### src/rtl/pic_inta_sequencer.sv
// 8259-style PIC service side: INT generation, 8086 two-pulse INTA handshake, ISR and EOI.
// Optional auto-EOI on the INTA#2 rise is compiled in with `define PIC_AUTO_EOI_EN.
module pic_inta_sequencer #(
  parameter int unsigned NUM_LEVELS   = 8,
  parameter logic [2:0]  SPURIOUS_LVL = 3'd7
) (
  input  logic                  clk,
  input  logic                  rst_n,
  input  logic [NUM_LEVELS-1:0] irr,
  input  logic                  inta_n,
  input  logic [4:0]            vector_base,
  input  logic                  eoi_valid,
  input  logic                  eoi_specific,
  input  logic [2:0]            eoi_level,
  input  logic                  aeoi,
  output logic                  int_out,
  output logic [NUM_LEVELS-1:0] isr,
  output logic [NUM_LEVELS-1:0] clear_irr,
  output logic                  freeze,
  output logic [7:0]            data_out,
  output logic                  data_oe
);

  typedef enum logic [1:0] {StIdle, StAck1, StGap, StAck2} state_e;

  localparam logic [NUM_LEVELS-1:0] OneLsb = {{(NUM_LEVELS-1){1'b0}}, 1'b1};

  state_e                state;
  logic                  inta_d;
  logic [2:0]            lvl;
  logic                  spurious;

  logic                  fall;
  logic                  rise;
  logic [2:0]            hp_req;
  logic [3:0]            hp_isr;
  logic                  req_wins;
  logic                  hold_int;
  logic                  int_next;
  logic                  ack1_start;
  logic [NUM_LEVELS-1:0] set_mask;
  logic [NUM_LEVELS-1:0] eoi_clr;
  logic [NUM_LEVELS-1:0] aeoi_clr;

  assign fall = inta_d & ~inta_n;
  assign rise = ~inta_d & inta_n;

  always_comb begin
    hp_req = 3'd0;
    for (int i = int'(NUM_LEVELS) - 1; i >= 0; i--) begin
      if (irr[i]) hp_req = 3'(i);
    end
  end

  // 8 encodes "nothing in service" so any request beats it.
  always_comb begin
    hp_isr = 4'd8;
    for (int i = int'(NUM_LEVELS) - 1; i >= 0; i--) begin
      if (isr[i]) hp_isr = 4'(i);
    end
  end

  assign req_wins   = (irr != '0) && ({1'b0, hp_req} < hp_isr);
  assign ack1_start = (state == StIdle) && fall;
  assign set_mask   = (ack1_start && (irr != '0)) ? (OneLsb << hp_req) : '0;

  always_comb begin
    if (state == StIdle) hold_int = fall;
    else                 hold_int = !((state == StAck2) && rise);
    int_next = hold_int ? 1'b1 : req_wins;
  end

  always_comb begin
    eoi_clr = '0;
    if (eoi_valid) begin
      if (eoi_specific)      eoi_clr[eoi_level]   = 1'b1;
      else if (isr != '0)    eoi_clr[hp_isr[2:0]] = 1'b1;
    end
  end

`ifdef PIC_AUTO_EOI_EN
  // A spurious acknowledge never set an ISR bit, so it must not retire one.
  assign aeoi_clr = (aeoi && (state == StAck2) && rise && !spurious) ? (OneLsb << lvl) : '0;
`else
  logic unused_aeoi;
  assign unused_aeoi = aeoi ^ spurious;
  assign aeoi_clr    = '0;
`endif

  always_ff @(posedge clk or negedge rst_n) begin
    if (!rst_n) begin
      state     <= StIdle;
      inta_d    <= 1'b1;
      lvl       <= 3'd0;
      spurious  <= 1'b0;
      int_out   <= 1'b0;
      isr       <= '0;
      clear_irr <= '0;
      freeze    <= 1'b0;
      data_out  <= 8'h00;
      data_oe   <= 1'b0;
    end else begin
      inta_d    <= inta_n;
      int_out   <= int_next;
      // Clears first, then sets: a coincident EOI cannot kill the newly latched level.
      isr       <= (isr & ~eoi_clr & ~aeoi_clr) | set_mask;
      clear_irr <= set_mask;
      case (state)
        StIdle: begin
          if (fall) begin
            state    <= StAck1;
            lvl      <= (irr != '0) ? hp_req : SPURIOUS_LVL;
            spurious <= (irr == '0);
            freeze   <= 1'b1;
          end
        end
        StAck1: begin
          if (rise) state <= StGap;
        end
        StGap: begin
          if (fall) begin
            state    <= StAck2;
            data_out <= {vector_base, lvl};
            data_oe  <= 1'b1;
          end
        end
        StAck2: begin
          if (rise) begin
            state    <= StIdle;
            data_oe  <= 1'b0;
            freeze   <= 1'b0;
            data_out <= 8'h00;
          end
        end
        default: state <= StIdle;
      endcase
    end
  end

endmodule

### config.mk
export PLATFORM = sky130hd
export DESIGN_NAME = pic_inta_sequencer
export DESIGN_NICKNAME = d
export VERILOG_FILES = /design/src/rtl/pic_inta_sequencer.sv
export SDC_FILE = /design/constraint.sdc
export NUM_CORES = 1
export LEC_CHECK = 0
export ABC_CLOCK_PERIOD_IN_PS = 3370
export BUFFER_PORTS_ARGS = -buffer_cell sky130_fd_sc_hd__clkbuf_2
export CAP_MARGIN = 20
export CORE_ASPECT_RATIO = 0.8
export CORE_UTILIZATION = 45
export CTS_BUF_LIST = sky130_fd_sc_hd__clkbuf_16
export DETAILED_ROUTE_END_ITERATION = 8
export HOLD_SLACK_MARGIN = 0.08
export PLACE_DENSITY = 0.79
export RECOVER_POWER = 25
export SYNTH_ARGS = -nofsm -noshare
export SYNTH_HDL_FRONTEND = slang
export SYNTH_SLANG_ARGS = --single-unit
### constraint.sdc
create_clock -name clk -period 3.37 [get_ports clk]
set_clock_uncertainty 0.1 [all_clocks]
set_input_delay 0 -clock clk [delete_from_list [all_inputs] [get_ports clk]]
set_output_delay 0 -clock clk [all_outputs]
set_load 0.005 [all_outputs]
==> results.cfg, run 1 <==
[die]
dieArea_um2 = 4222
start_util_pct = 46.91
die_w_um = 72.40
ios = 49
std_cell_rows = 20
die_y_um = 58.32
core-area_um2 = 3804

[timing]
final-setup-viol-count = 0
worst_slack_ns = 0.5221
min_period_over_period_pct = 84.51
slew_headroom_pct = 46.65
drv_slew = 0
fmax_mhz = 351.1
fin_crit_ns = 2.848
tns_ns = 0
final-hold-violation-count = 0
fin_hold_ws_ns = 0.1003
worst_slew_pin_slew_ns = 0.8003
rsz0062_at_grt = no

[worst_setup_path]
crit_slowest_cell = dlygate4sd3_1
crit_start = irr[4]
timing.critical_path.to = isr[6]
critPathMaxFanout = 3
worst-r2r-cell-count = 7
rr_endpoint = isr[6]
crit_type = in2reg
timing.rr.start = isr[2]
crit_chain = dlygate4sd3_1, clkbuf_2, nor2_1, dlygate4sd3_1, o21ai_4, dlygate4sd3_1, nor3b_2, a21oi_1, nand2_1, dlygate4sd3_1
critPathArrivalTime_ns = 2.91
worst_ep_required_time_ns = 3.43
start_kind = primary input
crit_top_cell = dlygate4sd3_1
reg2reg_slack_ns = 0.70
critPathMaxStageDelay_ns = 0.60
endpoint_kind = register

[place]
gp_congestion = 0.8567
placedInstanceArea_um2 = 2058
dp_hpwl_um = 2969
place_ws_ns = 1.360
placedCellCount = 290
io_buffers = 47

[synthesis]
ys_seq_area_share_pct = 46.35
yosys_warnings = 0
synthTopCellsByArea = dfrtp_1 45%, nor2_1 5.7%, a21oi_1 5.3%, ha_1 4.2%, o22ai_1 3.9%
yosys.cell_types.count = 47
synth_edf_count = 0
netlist_instances = 195
async_flop_share_pct = 100.0
syn_avg_cell_area_um2 = 9.150
synth_fp_nets = 223
synth_seq_cells = 33
yosys.area.top_type = dfrtp_1
synth_top_flop_cell = dfrtp_1
synth.top_cell.area_share_pct = 44.88
synth_area_um2 = 1784

[routing]
highest_layer = met4
drc_errors = 0
drtAntennaViolNets = 0
dr_wl_met3_um = 248
via_per_inst = 5.538
firstDrtPassIters = 5
met1Wirelength_um = 2023
route.met2.wl_um = 1931
vias = 1761
drt-initial-drc-count = 145
wire_per_inst_um = 13.61
wirelength_um = 4328

[global_route]
grt_pass1_wl_um = 7182
grt_overflow = 0
grt_max_degree = 34
grt_antenna_before_repair = 0
track_usage_pct = 22.94
grt_pass1_vias = 1574

[clock_network]
cts_setup_buffers = 0
cts_resized = 0
clockBufferDepth = 2
h-tree-depth = 2
cts_tree = done
clk_latency_ns = 0.28
cts_root_buf = clkbuf_16
cts-buffers-inserted = 5
clock-sinks = 33
clk_pin_slew_worst_paths_ns = 0.05

[power]
power_density_nw_per_um2 = 686.1
p_leak_nw = 1.131
ir_drop_uv = 423.1
power_mw = 1.641

[run_status]
status = complete, no violations

[finish]
stdcell_count = 318
area_delta_synth_final_pct = 34.01
layout_common_cells = 39 x clkbuf_2, 32 x dfrtp_1, 27 x nor2_1
fin_nets = 290
regArea_um2 = 827.0
utilization_pct = 62.86
final_common_cell = clkbuf_2
drive_gt1_share_pct = 21.67
antennaDiodeCount = 0
design_area_um2 = 2391
fill_cells = 362
multi_input_area_um2 = 900.9

[flow_run]
max_cap_viol_count = 0

[min_path]
hp-class = in2reg
cell usage after synthesis, types with 3 or more instances:
cell,count
a21o_1,4
ha_1,6
nor2_1,27
buf_2,3
clkbuf_1,4
a21oi_1,19
o22ai_1,11
inv_1,7
o21ai_0,10
nand2_1,18
dfrtp_1,32
nor3_1,5
nor2b_1,3
metal layers:
layer	GRT usage, %	vias to the layer above
li1	-	846
met1	31.58	832
met2	34.31	69
met3	4.623	14
met4	12.61	0
met5	0	-
logic make-up (layout without fill, tap and decap cells):
group / Yosys count / after routing / share of synthesized area (%)
buffers and inverters: 14 / 82 / 3.155
adders and majority gates: 6 / 6 / 4.207
AOI/OAI and AO/OA: 64 / 64 / 22.79
DFF: 33 / 33 / 46.35
and+or+nand+nor: 78 / 78 / 23.49
layout make-up:
cell class,count,share of cell area (%)
Clock buffer,5,5.233
Sequential cell,33,34.59
Clock inverter,3,0.7326
Multi-Input combinational cell,148,37.68
Inverter,7,1.099
Timing Repair Buffer,67,17.79
Tap cell,55,2.878
how the worst min path moves through the flow:
stage            from           end  slack, ns  depth (start not counted)
4_1_cts        irr[5]  clear_irr[6]       0.09                          4
2_1_floorplan   rst_n  clear_irr[0]      -0.40                          0
6_report       irr[5]  clear_irr[6]       0.10                          4
3_5_place_dp    rst_n   data_out[6]       0.03                          1
3_3_place_gp    rst_n   data_out[6]       0.02                          1
5_1_grt        irr[5]  clear_irr[6]       0.12                          4
what timing repair did:
item | CTS | global route
endpoints found under the hold margin | 55 | 0
hold buffers | 20 | 0
setup endpoints to repair | 0 | 0
worst max-delay path, delay by kind of cell:
kind / cells / cell delay [ns]
buffers and inverters: 5 / 2.37
and+or+nand+nor: 3 / 0.32
AOI/OAI and AO/OA: 2 / 0.23
where the power goes:
group          internal (mW)  switching (mW)
clock network          0.270           0.164
logic                  0.280           0.327
registers              0.496           0.104
registers in the layout, summed over array words and instances (netlist names):
signal,flops
state,2
int_out,1
lvl,3
freeze,1
clear_irr,8
data_oe,1
isr,8
data_out,8
inta_d,1
No activity file was read; power rests on OpenSTA's default activity.
==> run 2, diff against run 1 <==
Settings changed: ABC_CLOCK_PERIOD_IN_PS 3370 to 2400, PLACE_DENSITY 0.79 to 0.82.
Clock period 3.37 ns to 2.4 ns, I/O delays scaled along.
==> run 2 against run 1 <==
Non-clock buffer count decreased by 1. Final cell count decreased by 0.31%. Die area unchanged. Routed wire length decreased by 1.8%. Critical path type is now reg2reg. Critical endpoint is now clear_irr[2]. Largest cell class unchanged. Largest power group is now sequential cells. Highest routed layer unchanged.
==> results.cfg, run 2 (synthesis results as in run 1) <==
[routing]
firstDrtPassIters = 4
via_per_inst = 5.353
wirelength_um = 4251
vias = 1697
drc_errors = 0
wire_per_inst_um = 13.41
drtAntennaViolNets = 0
drt-initial-drc-count = 107

[finish]
design_area_um2 = 2405
area_delta_synth_final_pct = 34.78
final_common_cell = clkbuf_2
layout_common_cells = 42 x clkbuf_2, 32 x dfrtp_1, 27 x nor2_1
top_regs = clear_irr: 8 flops, data_out: 8 flops, isr: 8 flops
fin_nets = 289
antennaDiodeCount = 0
drive_gt1_share_pct = 22.14

[clock_network]
clk_pin_slew_worst_paths_ns = 0.05
h-tree-depth = 2
cts-buffers-inserted = 5
clock-sinks = 33
cts_tree = done
cts_root_buf = clkbuf_16
clk_latency_ns = 0.27
clockBufferDepth = 2

[timing]
slew_headroom_pct = 46.22
worst_slew_pin_slew_ns = 0.8067
fmax_mhz = 451.6
fin_hold_ws_ns = 0.09197
rsz0062_at_grt = no
tns_ns = 0
final-setup-viol-count = 0
drv_slew = 0
fin_crit_ns = 2.214
final-hold-violation-count = 0
min_period_over_period_pct = 92.26

[global_route]
track_usage_pct = 21.73
grt_pass1_wl_um = 6920
grt_max_degree = 34
grt_antenna_before_repair = 0
grt_pass1_vias = 1482
grt_overflow = 0

[min_path]
hp-class = in2reg

[power]
switching_share_pct = 34.26
power_frac_clock_pct = 29.4
internal_power_mw = 1.562
power_switching_mw = 0.8143
power_mw = 2.377
seqPwrFrac_pct = 35.4
p_comb_share_pct = 35.1
p_leak_nw = 1.150
power_density_nw_per_um2 = 988.3
ir_drop_uv = 506.9

[worst_setup_path]
start_kind = register
worst_ep_required_time_ns = 2.51
critPathArrivalTime_ns = 2.32
critPathMaxStageDelay_ns = 0.70
critPathMaxFanout = 16
crit_type = reg2reg
crit_slowest_cell = dfstp_2
crit_chain = and2b_1, nand2_1, nor4b_1, dlygate4sd3_1
endpoint_kind = register

[run_status]
status = complete, no violations

[die]
core-area_um2 = 3804
ios = 49
start_util_pct = 46.91
die_y_um = 58.32
dieArea_um2 = 4222
std_cell_rows = 20
die_w_um = 72.40

[place]
io_buffers = 47
gp_congestion = 0.8489
dp_hpwl_um = 2904
placedInstanceArea_um2 = 2058

[flow_run]
max_cap_viol_count = 0
## run 2: cell type report
class	instances	area [um^2]
Clock buffer	5	125.1
Clock inverter	3	37.54
Fill cell	342	1399
Inverter	7	26.28
Multi-Input combinational cell	148	900.9
Sequential cell	33	827.0
Tap cell	55	68.82
Timing Repair Buffer	66	419.2
## run 2: final timing paths
kind | from | endpoint | slack (ns) | cells after the start
max | inta_d | clear_irr[2] | 0.19 | 4
min | eoi_specific | isr[1] | 0.09 | 4
max reg2reg | inta_d | clear_irr[2] | 0.19 | 4
min reg2reg | lvl[2] | lvl[2] | 0.41 | 2
max in group asynchronous | rst_n | clear_irr[4] | 1.45 | 2
min in group asynchronous | rst_n | state[0] | 0.25 | 2
## run 2: worst max-delay path, delay by kind of cell (launching register included)
family        cells  cell delay [ns]
simple gates      3             0.70
flops             1             0.70
buf+inv           1             0.63
## run 2: power groups by stage
stage / sequential [mW] / combinational [mW] / clock, mW
2_1_floorplan: 0.828 / 0.545 / 0
3_3_place_gp: 0.841 / 0.761 / 0
3_5_place_dp: 0.848 / 0.783 / 0
4_1_cts: 0.840 / 0.830 / 0.709
5_1_grt: 0.863 / 0.946 / 0.728
6_report: 0.842 / 0.835 / 0.700
## run 2: stage by stage
stage	instances	setup slack, ns	utilization (%)
2_1_floorplan	195	0.6128	-
3_3_place_gp	290	0.4872	54.11
3_5_place_dp	290	0.4199	54.11
4_1_cts	318	0.1340	63.65
5_1_grt	317	0.04588	63.22
6_report	317	0.1857	63.22
## run 2: repair_timing
item / CTS / global route
setup buffers: 0 / 0
setup endpoints to repair: 0 / 1
hold buffers: 20 / 0
endpoints found under the hold margin: 55 / 0
gates resized for setup: 0 / 0
## run 2: layer usage
metal  part of all wire, %  wire, um  track usage [%]  up-vias
met5                     0         0                0        -
met2                    43      1811            31.24       55
li1                      -         -                -      839
met4                   1.8        76            9.244        0
met1                    50      2130            31.58      795
met3                   5.5       233            5.137        8
